## src/rtl/boot_sequencer.sv

```systemverilog
// -----------------------------------------------------------------------------
// boot_sequencer
//
// Power-on sequencer that sits between reset and the RI5CY wrapper. After
// reset it:
//   1. launches the memory BIST and checks its go/no-go verdict
//      (this step is skipped when bypass_bist_i is set),
//   2. requests the firmware image load into DRAM,
//   3. holds the core in reset for RESET_HOLD cycles,
//   4. releases the core and raises fetch enable one cycle later.
// A timeout guards each wait on an external agent. Any failure parks the
// sequencer in FAIL with a sticky error code.
//
// Ports
//   clk             in   clock
//   rst_n           in   asynchronous, active-low reset
//   start_i         in   level; the sequence starts when it is sampled 1 in IDLE
//   bypass_bist_i   in   sampled with start_i; 1 = skip BIST and go to LOAD
//   bist_start_o    out  one-cycle pulse that launches the BIST
//   bist_done_i     in   one-cycle pulse; the BIST has finished
//   bist_pass_i     in   BIST verdict; valid only while bist_done_i=1
//   load_req_o      out  level; firmware load requested
//   load_ack_i      in   load complete; sampled only while load_req_o=1
//   core_rst_no     out  active-low reset to the core
//   fetch_enable_o  out  core fetch enable
//   pass_o          out  sticky; the sequence completed
//   fail_o          out  sticky; the sequence aborted
//   err_code_o      out  0 none, 1 BIST fail, 2 BIST timeout, 3 load timeout
//   state_o         out  current FSM state (IDLE=0 .. FAIL=5)
//
// Handshakes
//   BIST: bist_start_o pulses once in the first BIST_RUN cycle. A bist_done_i
//   pulse in any BIST_RUN cycle, including the entry cycle, ends the wait,
//   and bist_pass_i is read in that same cycle. Outside BIST_RUN the sequencer
//   ignores bist_done_i.
//   LOAD: load_req_o is held high from the first LOAD cycle to the cycle in
//   which load_ack_i is sampled high. It drops on the following cycle.
//   Outside LOAD the sequencer ignores load_ack_i.
//
// Every output is taken straight from a flop. state_o is the state register
// itself.
// -----------------------------------------------------------------------------
module boot_sequencer #(
    parameter int BIST_TIMEOUT = 4096,   // max cycles in BIST_RUN (>=2)
    parameter int LOAD_TIMEOUT = 65536,  // max cycles in LOAD (>=2)
    parameter int RESET_HOLD   = 4,      // core reset hold cycles (>=1)
    parameter int CNT_W        = 17      // holds max(BIST_TIMEOUT, LOAD_TIMEOUT)
) (
    input  logic       clk,
    input  logic       rst_n,
    input  logic       start_i,
    input  logic       bypass_bist_i,
    output logic       bist_start_o,
    input  logic       bist_done_i,
    input  logic       bist_pass_i,
    output logic       load_req_o,
    input  logic       load_ack_i,
    output logic       core_rst_no,
    output logic       fetch_enable_o,
    output logic       pass_o,
    output logic       fail_o,
    output logic [1:0] err_code_o,
    output logic [2:0] state_o
);

    typedef enum logic [2:0] {
        S_IDLE     = 3'd0,
        S_BIST_RUN = 3'd1,
        S_LOAD     = 3'd2,
        S_RELEASE  = 3'd3,
        S_RUN      = 3'd4,
        S_FAIL     = 3'd5
    } state_t;

    localparam logic [1:0] ERR_NONE      = 2'd0;
    localparam logic [1:0] ERR_BIST_FAIL = 2'd1;
    localparam logic [1:0] ERR_BIST_TO   = 2'd2;
    localparam logic [1:0] ERR_LOAD_TO   = 2'd3;

    // Each terminal count is reached in the Nth cycle of its state. The
    // counter reads 0 in the state's entry cycle.
    localparam logic [CNT_W-1:0] BIST_LAST = CNT_W'(BIST_TIMEOUT - 1);
    localparam logic [CNT_W-1:0] LOAD_LAST = CNT_W'(LOAD_TIMEOUT - 1);
    localparam logic [CNT_W-1:0] HOLD_LAST = CNT_W'(RESET_HOLD - 1);
    localparam logic [CNT_W-1:0] CNT_MAX   = {CNT_W{1'b1}};

    state_t           state;
    logic [CNT_W-1:0] cnt;

    assign state_o = state;

    always_ff @(posedge clk or negedge rst_n) begin
        if (!rst_n) begin
            state          <= S_IDLE;
            cnt            <= '0;
            bist_start_o   <= 1'b0;
            load_req_o     <= 1'b0;
            core_rst_no    <= 1'b0;
            fetch_enable_o <= 1'b0;
            pass_o         <= 1'b0;
            fail_o         <= 1'b0;
            err_code_o     <= ERR_NONE;
        end else begin
            // Default: the counter saturates and never wraps. Every state
            // entry below overrides this with a clear.
            if (cnt != CNT_MAX) begin
                cnt <= cnt + 1'b1;
            end
            // The BIST launch is a single-cycle pulse. It is set only on
            // entry to BIST_RUN.
            bist_start_o <= 1'b0;

            case (state)
                S_IDLE: begin
                    if (start_i) begin
                        cnt <= '0;
                        if (bypass_bist_i) begin
                            state      <= S_LOAD;
                            load_req_o <= 1'b1;
                        end else begin
                            state        <= S_BIST_RUN;
                            bist_start_o <= 1'b1;
                        end
                    end
                end

                S_BIST_RUN: begin
                    // A done pulse is checked before the timeout, so done
                    // wins when both land in the same cycle.
                    if (bist_done_i) begin
                        cnt <= '0;
                        if (bist_pass_i) begin
                            state      <= S_LOAD;
                            load_req_o <= 1'b1;
                        end else begin
                            state      <= S_FAIL;
                            fail_o     <= 1'b1;
                            err_code_o <= ERR_BIST_FAIL;
                        end
                    end else if (cnt == BIST_LAST) begin
                        cnt        <= '0;
                        state      <= S_FAIL;
                        fail_o     <= 1'b1;
                        err_code_o <= ERR_BIST_TO;
                    end
                end

                S_LOAD: begin
                    // The ack is checked before the timeout, so ack wins
                    // when both land in the same cycle.
                    if (load_ack_i) begin
                        cnt        <= '0;
                        state      <= S_RELEASE;
                        load_req_o <= 1'b0;
                    end else if (cnt == LOAD_LAST) begin
                        cnt        <= '0;
                        state      <= S_FAIL;
                        load_req_o <= 1'b0;
                        fail_o     <= 1'b1;
                        err_code_o <= ERR_LOAD_TO;
                    end
                end

                S_RELEASE: begin
                    // core_rst_no is already low. It stays low through
                    // counter values 0 .. RESET_HOLD-1.
                    if (cnt == HOLD_LAST) begin
                        cnt         <= '0;
                        state       <= S_RUN;
                        core_rst_no <= 1'b1;
                        pass_o      <= 1'b1;
                    end
                end

                S_RUN: begin
                    // Fetch enable follows the core reset release by one
                    // cycle. RUN is terminal until rst_n.
                    fetch_enable_o <= 1'b1;
                end

                S_FAIL: begin
                    // Terminal until rst_n. The core is kept parked and
                    // err_code_o holds the value latched on entry.
                    core_rst_no    <= 1'b0;
                    fetch_enable_o <= 1'b0;
                    load_req_o     <= 1'b0;
                    fail_o         <= 1'b1;
                end

                default: begin
                    // Codes 6 and 7 are unreachable in normal operation.
                    // If one appears, park safely with no error code.
                    cnt            <= '0;
                    state          <= S_FAIL;
                    core_rst_no    <= 1'b0;
                    fetch_enable_o <= 1'b0;
                    load_req_o     <= 1'b0;
                    fail_o         <= 1'b1;
                    err_code_o     <= ERR_NONE;
                end
            endcase
        end
    end

endmodule
```

## config.mk

```make
export PLATFORM = sky130hd
export DESIGN_NAME = boot_sequencer
export DESIGN_NICKNAME = d
export VERILOG_FILES = /design/src/rtl/boot_sequencer.sv
export SDC_FILE = /design/constraint.sdc
export NUM_CORES = 1
export LEC_CHECK = 0
export CAP_MARGIN = 20
export CORE_MARGIN = 2
export CORE_UTILIZATION = 35
export CTS_BUF_LIST = sky130_fd_sc_hd__clkbuf_8
export DETAILED_ROUTE_END_ITERATION = 10
export DONT_BUFFER_PORTS = 1
export PLACE_DENSITY_LB_ADDON = 0.05
export SKIP_CTS_REPAIR_TIMING = 1
export SLEW_MARGIN = 40
export SYNTH_ARGS = -nofsm -noshare
export SYNTH_HDL_FRONTEND = slang
export SYNTH_SLANG_ARGS = --single-unit
```

## constraint.sdc

```tcl
create_clock -name clk -period 3 [get_ports clk]
set_clock_uncertainty 0.05 [all_clocks]
set_input_delay 0.45 -clock clk [delete_from_list [all_inputs] [get_ports clk]]
set_output_delay 0.45 -clock clk [all_outputs]
set_load 0.005 [all_outputs]
```

======== Word level (Yosys, flattened, before mapping) ========
Cells that the tools add are included.
storage, ports and cells
  bits in registers ....................... 28
  input port bits ......................... 7
  output and inout bits ................... 11
  logic and storage cells ................. 89
cells by class
  add/subtract/negate cells ............... 1
  eq/ne operators ......................... 19
  multiplexer cells ....................... 42
  bitwise gates (word level) .............. 5
  reductions and logical operators ........ 13
operators by type and width
  kind                     number
  $mux W17                 7
  $pmux W17 S5             1
  $mux W3                  7
  $add A17 B1 Y17 const B  1
  $eq A17 B12 Y1 const B   1
  $eq A17 B16 Y1 const B   1
  $eq A17 B2 Y1 const B    1
  $ne A17 B17 Y1 const B   1
  $mux W1                  15
  $pmux W3 S5              1
  $reduce_and A5 Y1        3
  $ne A2 B2 Y1 const B     7
  $mux W2                  6
  $reduce_or A4 Y1         3
  $ne A3 B3 Y1 const B     3
  $eq A3 B2 Y1 const B     2
  $eq A3 B3 Y1 const B     2
  $pmux W2 S3              1
  $reduce_and A6 Y1        1
  $not A1 Y1               5
  $pmux W1 S2              2
  $pmux W1 S4              1
  $reduce_and A2 Y1        2
  $reduce_or A2 Y1         2
  other kinds (4)          4

======== Depth between registers and ports, before layout ========
Gate-level depths: netlist of run 1.
  depth in word-level cells ............... 5
  gate-level depth with buffers ........... 8
  depth with buffers taken out ............ 6

======== Worst setup path after synthesis of run 1 ========
OpenSTA, ideal clock, no wires.
  kind .................................... flip-flop to flip-flop
  from .................................... reg cnt[2]
  to ...................................... reg cnt[16]
  setup time .............................. 0.122 ns
  arrival time ............................ 1.895 ns
  data required time ...................... 2.828 ns
  slack ................................... 0.934 ns
  cell stages (with the launch flop) ...... 6
  cell sequence ........................... dfrtp_1 -> or4_4 -> o41ai_4 -> nand3_2 -> or3_1 -> a32o_1
between the ends
  longest elaborated chain between the ends .. 5
  elaborated cells on any way between the ends .. 13
  those cells by class .................... 1 x add/sub; 4 x eq/ne; 8 x mux
RTL lines
  what                                               line      text
  start: declaration                                 88        logic [CNT_W-1:0] cnt;
  start signal: assignment                           107       cnt <= cnt + 1'b1;
  $add A17 B1 Y17 or $ne A17 B17 Y1 (tied branches)  107, 106
  $mux W17                                           106       if (cnt != CNT_MAX) begin
  $mux W17, on equally long branches                 155, 140
  $mux W17, on equally long branches                 151, 130
  $pmux W17 S5 *                                     113       case (state)
Mark *: on every way between the ends. The rest lies on a longest branch, timed or not.
A chain may end at the register's enable or synchronous reset.

======== Final worst setup path of run 1 ========
  from .................................... reg cnt[0]
  to ...................................... reg cnt[4]
The elaborated chain is that of the path after synthesis.

==> results of run 1 <==
-- cells in the final DEF, fill, tap and decap left out, drive strengths merged, types with 3 or more instances in the layout --
cell / n
nand4: 5
nand2b: 3
or2: 3
nor3: 5
a21oi: 8
a31oi: 3
inv: 3
xor2: 9
nand2: 7
nand3: 6
o2111ai: 3
clkbuf: 3
o21ai: 6
a211oi: 5
nor2: 21
dfrtp: 28
and3: 4
and4: 3
-- worst min path at each step --
stage / slack (ns) / cells after the start / endpoint
2_1_floorplan: 0.10 / 0 / bist_start_o
3_3_place_gp: 0.11 / 0 / fetch_enable_o
3_5_place_dp: 0.11 / 0 / fetch_enable_o
4_1_cts: -0.20 / 0 / fetch_enable_o
5_1_grt: 0.25 / 1 / bist_start_o
6_report: 0.28 / 1 / bist_start_o
-- cell families after synthesis --
family                   synth area share [%]
adder cells (fa/ha/maj)                 0.769
flip-flops                               43.0
XOR/XNOR                                 5.92
multiplexers                             1.38
buffers and inverters                    3.00
AND/OR/NAND/NOR                          25.0
AO/OA/AOI/OAI                            20.9
-- flip-flops by register name, indices dropped and copies added (netlist names) --
name / count
core_rst_no: 1
state_o: 3
bist_start_o: 1
cnt: 17
pass_o: 1
load_req_o: 1
err_code_o: 2
fetch_enable_o: 1
fail_o: 1
-- routing by layer --
metal / share of wire, % / vias to the layer above / track usage, % / routed length (um)
met1: 52 / 632 / 22.4 / 1810
li1: - / 630 / - / -
met4: 0.68 / 0 / 3.14 / 24
met2: 44 / 31 / 21.3 / 1530
met5: 0 / - / 0 / 0
met3: 3.9 / 2 / 2.64 / 138
-- final cells by class --
class	instances	area (um^2)	share of cell area, %
Multi-Input combinational cell	129	878	49.8
Sequential cell	28	701	39.7
Tap cell	52	65.1	3.69
Clock buffer	3	41.3	2.34
Timing Repair Buffer	3	37.5	2.13
Clock inverter	1	30.0	1.70
Inverter	3	11.3	0.638
-- power by group --
group	switching (uW)	leakage, uW	internal [uW]
clock	116	0.0000357	178
combinational	154	0.000308	143
sequential	123	0.000362	453
-- stage by stage --
stage | power [uW] | hold slack (ns) | utilization (%)
floorplan | 802 | 0.104 | -
global placement | 867 | 0.105 | 37.7
detailed placement | 871 | 0.105 | 37.7
CTS | 1170 | -0.196 | 39.3
global route | 1260 | 0.253 | 40.0
finish | 1170 | 0.278 | 40.0
-- worst max-delay path, delay by kind of cell, from the launching register on --
| family | cells | cell delay [ns] |
|---|---|---|
| AO/OA/AOI/OAI | 1 | 0.29 |
| AND/OR/NAND/NOR | 4 | 1.30 |
| flip-flops | 1 | 0.42 |
| adder cells (fa/ha/maj) | 1 | 0.25 |
==> impl_metrics.py, run 1 <==
metrics = {
    "status": {
        "outcome": "completed",
    },
    "global_routing": {
        "grt_max_degree": 29,
        "grt_use_total_pct": 14.6,
        "grt_overflow": 0,
        "grt_pass1_vias": 1211,
        "grt_pass1_wl_mm": 6.05,
        "antenna_found_initial": 0,
    },
    "yosys": {
        "synth-main-ff-cell": "dfrtp_1",
        "synth.distinct_cells": 53,
        "synth.avg_cell_area_um2": 9.75,
        "ys_seq_elements": 28,
        "synth-edff-count": 0,
        "yosys.area.top_type": "dfrtp_1",
        "synth.most_common_cell": "dfrtp_1",
        "syn-instance-count": 167,
        "syn_area_um2": 1630,
        "ys_async_sr_fraction_pct": 100,
        "yosys-top-cells-area": "dfrtp_1 43%, nor2_1 4.8%, xor2_1 4.8%",
        "synth_top_cell_area_share_pct": 43.0,
        "synth_common_cells": "28 x dfrtp_1, 21 x nor2_1, 9 x xor2_1",
        "seq_area_frac_synth_pct": 43.0,
        "synthesis.nets": 175,
        "yosys_warnings": 0,
    },
    "clock_network": {
        "cts-htree-levels": 1,
        "cts.sinks": 28,
        "root_buffer": "clkbuf_8",
        "numCtsBuffers": 3,
        "clock_tree.buffer_depth": 2,
        "insertion_delay_ns": 0.27,
        "clk_pin_slew_ns": 0.10,
        "cts_tree": "yes",
    },
    "routing": {
        "wl_per_cell_um": 16.0,
        "drtPass1Iterations": 5,
        "drt_iter0_markers": 122,
        "drcViolationCount": 0,
        "viasPerCell": 5.91,
        "ant_nets": 0,
        "wirelength_mm": 3.51,
        "vias": 1295,
    },
    "run": {
        "cap_violations": 0,
    },
    "critical_path": {
        "cp_max_fo": 17,
        "startpoint": "cnt[0]",
        "crit_path_end": "cnt[4]",
        "startpoint_type": "register",
        "path_cells": "ha_1, and4_2, nand4_1, o21a_1, nor3_4, nor3_1",
        "reg2reg_from": "cnt[0]",
        "worst_path_largest_cell_delay_ns": 0.65,
        "r2r_end": "cnt[4]",
        "reg2reg_depth": 6,
        "ff2ff_setup_slack_ns": 0.54,
        "path_class": "reg2reg",
        "end_kind": "register",
        "worstPathArrival_ns": 2.53,
        "required_ns": 3.08,
        "crit_path_top_delay_cell": "nor3_4",
    },
    "floorplan": {
        "rows": 24,
        "die_width_um": 72.2,
        "fp.dieArea_um2": 5210,
        "die_h_um": 72.2,
        "initial_core_util_pct": 36.9,
        "core_area_um2": 4410,
        "ios": 18,
    },
    "cells_and_area": {
        "fin_cells": 219,
        "antenna_cells": 0,
        "fill_cells": 445,
        "nets": 176,
        "syn_to_final_growth_pct": 8.38,
        "design_area_um2": 1760,
        "drive_above_1_share_pct": 12.6,
    },
    "timing": {
        "period_share_pct": 81.9,
        "layout_min_cycle_time_ns": 2.46,
        "max_slew_margin_pct": 51.2,
        "fmax_mhz": 407,
        "grt_setup_unrepaired": "false",
        "tightestPinTransition_ns": 0.729,
        "maxSlewViolCount": 0,
        "fin_ws_ns": 0.544,
        "setup_tns_ns": 0,
        "setup_viol": 0,
        "finalHoldViolCount": 0,
    },
    "placed_design": {
        "dp_hpwl_mm": 2.51,
        "placed_area_um2": 1660,
        "routabilityCongestion": 0.809,
        "dp_cells": 213,
        "portBuffers": 0,
        "dpl_worst_slack_ns": 0.565,
    },
    "power_and_ir_drop": {
        "ir_worst_vdd_v": 0.000208,
        "power.leakage_uw": 0.000706,
        "power_density_nw_per_um2": 661,
    },
    "hold_path": {
        "hold_class": "in2reg",
        "min_from": "start_i",
    },
}
(Power assumes the default switching activity.)
==> run 2, diff against run 1 <==
Clock period 3 ns to 2.55 ns, I/O delays scaled along.
==> run 2 against run 1 <==
Critical path depth is 1 lower. Wire length is 4.9% higher. Die area stayed put. Clock-buffer cell count is 1 higher. Setup slack worse by 0.20 ns. Maximum frequency is 11% higher. Worst hold slack worse by 0.063 ns. Cell area is 1.6% higher. Register-to-register slack worse by 0.20 ns.
==> impl_metrics.py, run 2 (synthesized netlist as in run 1, its figures left out) <==
metrics = {
    "critical_path": {
        "path_cells": "or4_4, o41ai_4, nand3_2, or3_1, a32o_1",
        "cp_max_fo": 7,
        "worst_path_largest_cell_delay_ns": 0.60,
        "startpoint": "cnt[2]",
        "crit_path_top_delay_cell": "or4_4",
        "required_ns": 2.67,
        "worstPathArrival_ns": 2.33,
        "reg2reg_from": "cnt[2]",
        "end_kind": "register",
        "crit_path_end": "cnt[16]",
        "ff2ff_setup_slack_ns": 0.35,
        "reg2reg_depth": 5,
        "r2r_end": "cnt[16]",
        "path_class": "reg2reg",
        "startpoint_type": "register",
    },
    "placed_design": {
        "portBuffers": 0,
        "routabilityCongestion": 0.859,
        "dp_hpwl_mm": 2.63,
        "placed_area_um2": 1710,
    },
    "routing": {
        "viasPerCell": 5.84,
        "vias": 1314,
        "drcViolationCount": 0,
        "ant_nets": 0,
        "wirelength_mm": 3.68,
        "drt_iter0_markers": 102,
        "drtPass1Iterations": 4,
        "wl_per_cell_um": 16.4,
    },
    "power_and_ir_drop": {
        "power_density_nw_per_um2": 748,
        "power.leakage_uw": 0.000729,
        "ir_worst_vdd_v": 0.000297,
    },
    "cells_and_area": {
        "syn_to_final_growth_pct": 10.1,
        "drive_above_1_share_pct": 15.6,
        "largest_reg_flops": 17,
        "nets": 182,
        "multi_input_area_um2": 878,
        "largest-register": "cnt",
        "seqCellArea_um2": 701,
        "fill_cells": 436,
        "final_common_cell": "dfrtp_1",
        "antenna_cells": 0,
        "final_cell_mix": "28 x dfrtp_1, 21 x nor2_1, 9 x xor2_1, 8 x a21oi_1",
        "design_area_um2": 1790,
    },
    "clock_network": {
        "insertion_delay_ns": 0.27,
        "cts-htree-levels": 1,
        "numCtsBuffers": 3,
        "root_buffer": "clkbuf_8",
        "clk_pin_slew_ns": 0.10,
        "cts.sinks": 28,
        "cts_tree": "yes",
        "clock_tree.buffer_depth": 2,
    },
    "timing": {
        "fmax_mhz": 454,
        "maxSlewViolCount": 0,
        "setup_viol": 0,
        "finalHoldViolCount": 0,
        "max_slew_margin_pct": 69.7,
        "layout_min_cycle_time_ns": 2.20,
        "period_share_pct": 86.5,
        "tightestPinTransition_ns": 0.453,
        "grt_setup_unrepaired": "false",
        "setup_tns_ns": 0,
    },
    "global_routing": {
        "grt_use_total_pct": 15.6,
        "antenna_found_initial": 0,
        "grt_overflow": 0,
        "grt_pass1_vias": 1317,
        "grt_max_degree": 29,
        "grt_pass1_wl_mm": 6.47,
    },
    "floorplan": {
        "die_width_um": 72.2,
        "core_area_um2": 4410,
        "rows": 24,
        "initial_core_util_pct": 36.9,
        "fp.dieArea_um2": 5210,
        "die_h_um": 72.2,
        "ios": 18,
    },
    "run": {
        "cap_violations": 0,
    },
    "hold_path": {
        "hold_class": "in2reg",
    },
    "status": {
        "outcome": "completed",
    },
}
[run 2: changes by cell type in the layout (fill, tap and decap cells not counted), sizes merged]
cell    delta
clkbuf     +1
bufinv     -1
buf        +6
[run 2: critical path, delay by kind of cell, from the launching register on]
| kind | cells | cell delay, ns |
|---|---|---|
| simple gates | 3 | 1.14 |
| compound gates | 2 | 0.44 |
| flops | 1 | 0.47 |
[run 2: worst min-delay path by stage]
| stage | start | endpoint | slack (ns) | cells after the start |
|---|---|---|---|---|
| global placement | rst_n | fetch_enable_o | 0.04 | 0 |
| finish | start_i | bist_start_o | 0.21 | 1 |
| detailed placement | rst_n | fetch_enable_o | 0.04 | 0 |
| CTS | rst_n | fetch_enable_o | -0.27 | 0 |
| floorplan | rst_n | bist_start_o | 0.04 | 0 |
| global route | start_i | bist_start_o | 0.20 | 1 |
[run 2: power breakdown]
group,switching [uW],internal (uW)
sequential,110,533
clock,141,138
combinational,223,196
[run 2: layout make-up]
cell class / count / share of cell area [%]
multi-input combinational: 129 / 49.0
sequential: 28 / 39.1
timing repair buffer: 9 / 4.61
tap: 52 / 3.63
clock buffer: 4 / 3.07
inverter: 3 / 0.628
[run 2: metal layers]
metal / track usage [%] / up-vias / share of wire, %
li1: - / 644 / -
met3: 2.50 / 4 / 5.4
met1: 23.2 / 623 / 49
met2: 23.6 / 43 / 45
met5: 0 / - / 0
met4: 3.77 / 0 / 0.98
[run 2: stage by stage]
step	worst slack [ns]	hold slack (ns)	power [uW]	instances	utilization (%)
floorplan	0.484	0.0369	943	167	-
global route	0.248	0.202	1450	225	40.6
global placement	0.375	0.0376	1060	219	38.7
detailed placement	0.352	0.0376	1060	219	38.7
finish	0.346	0.214	1340	225	40.6
CTS	0.340	-0.272	1350	223	39.9
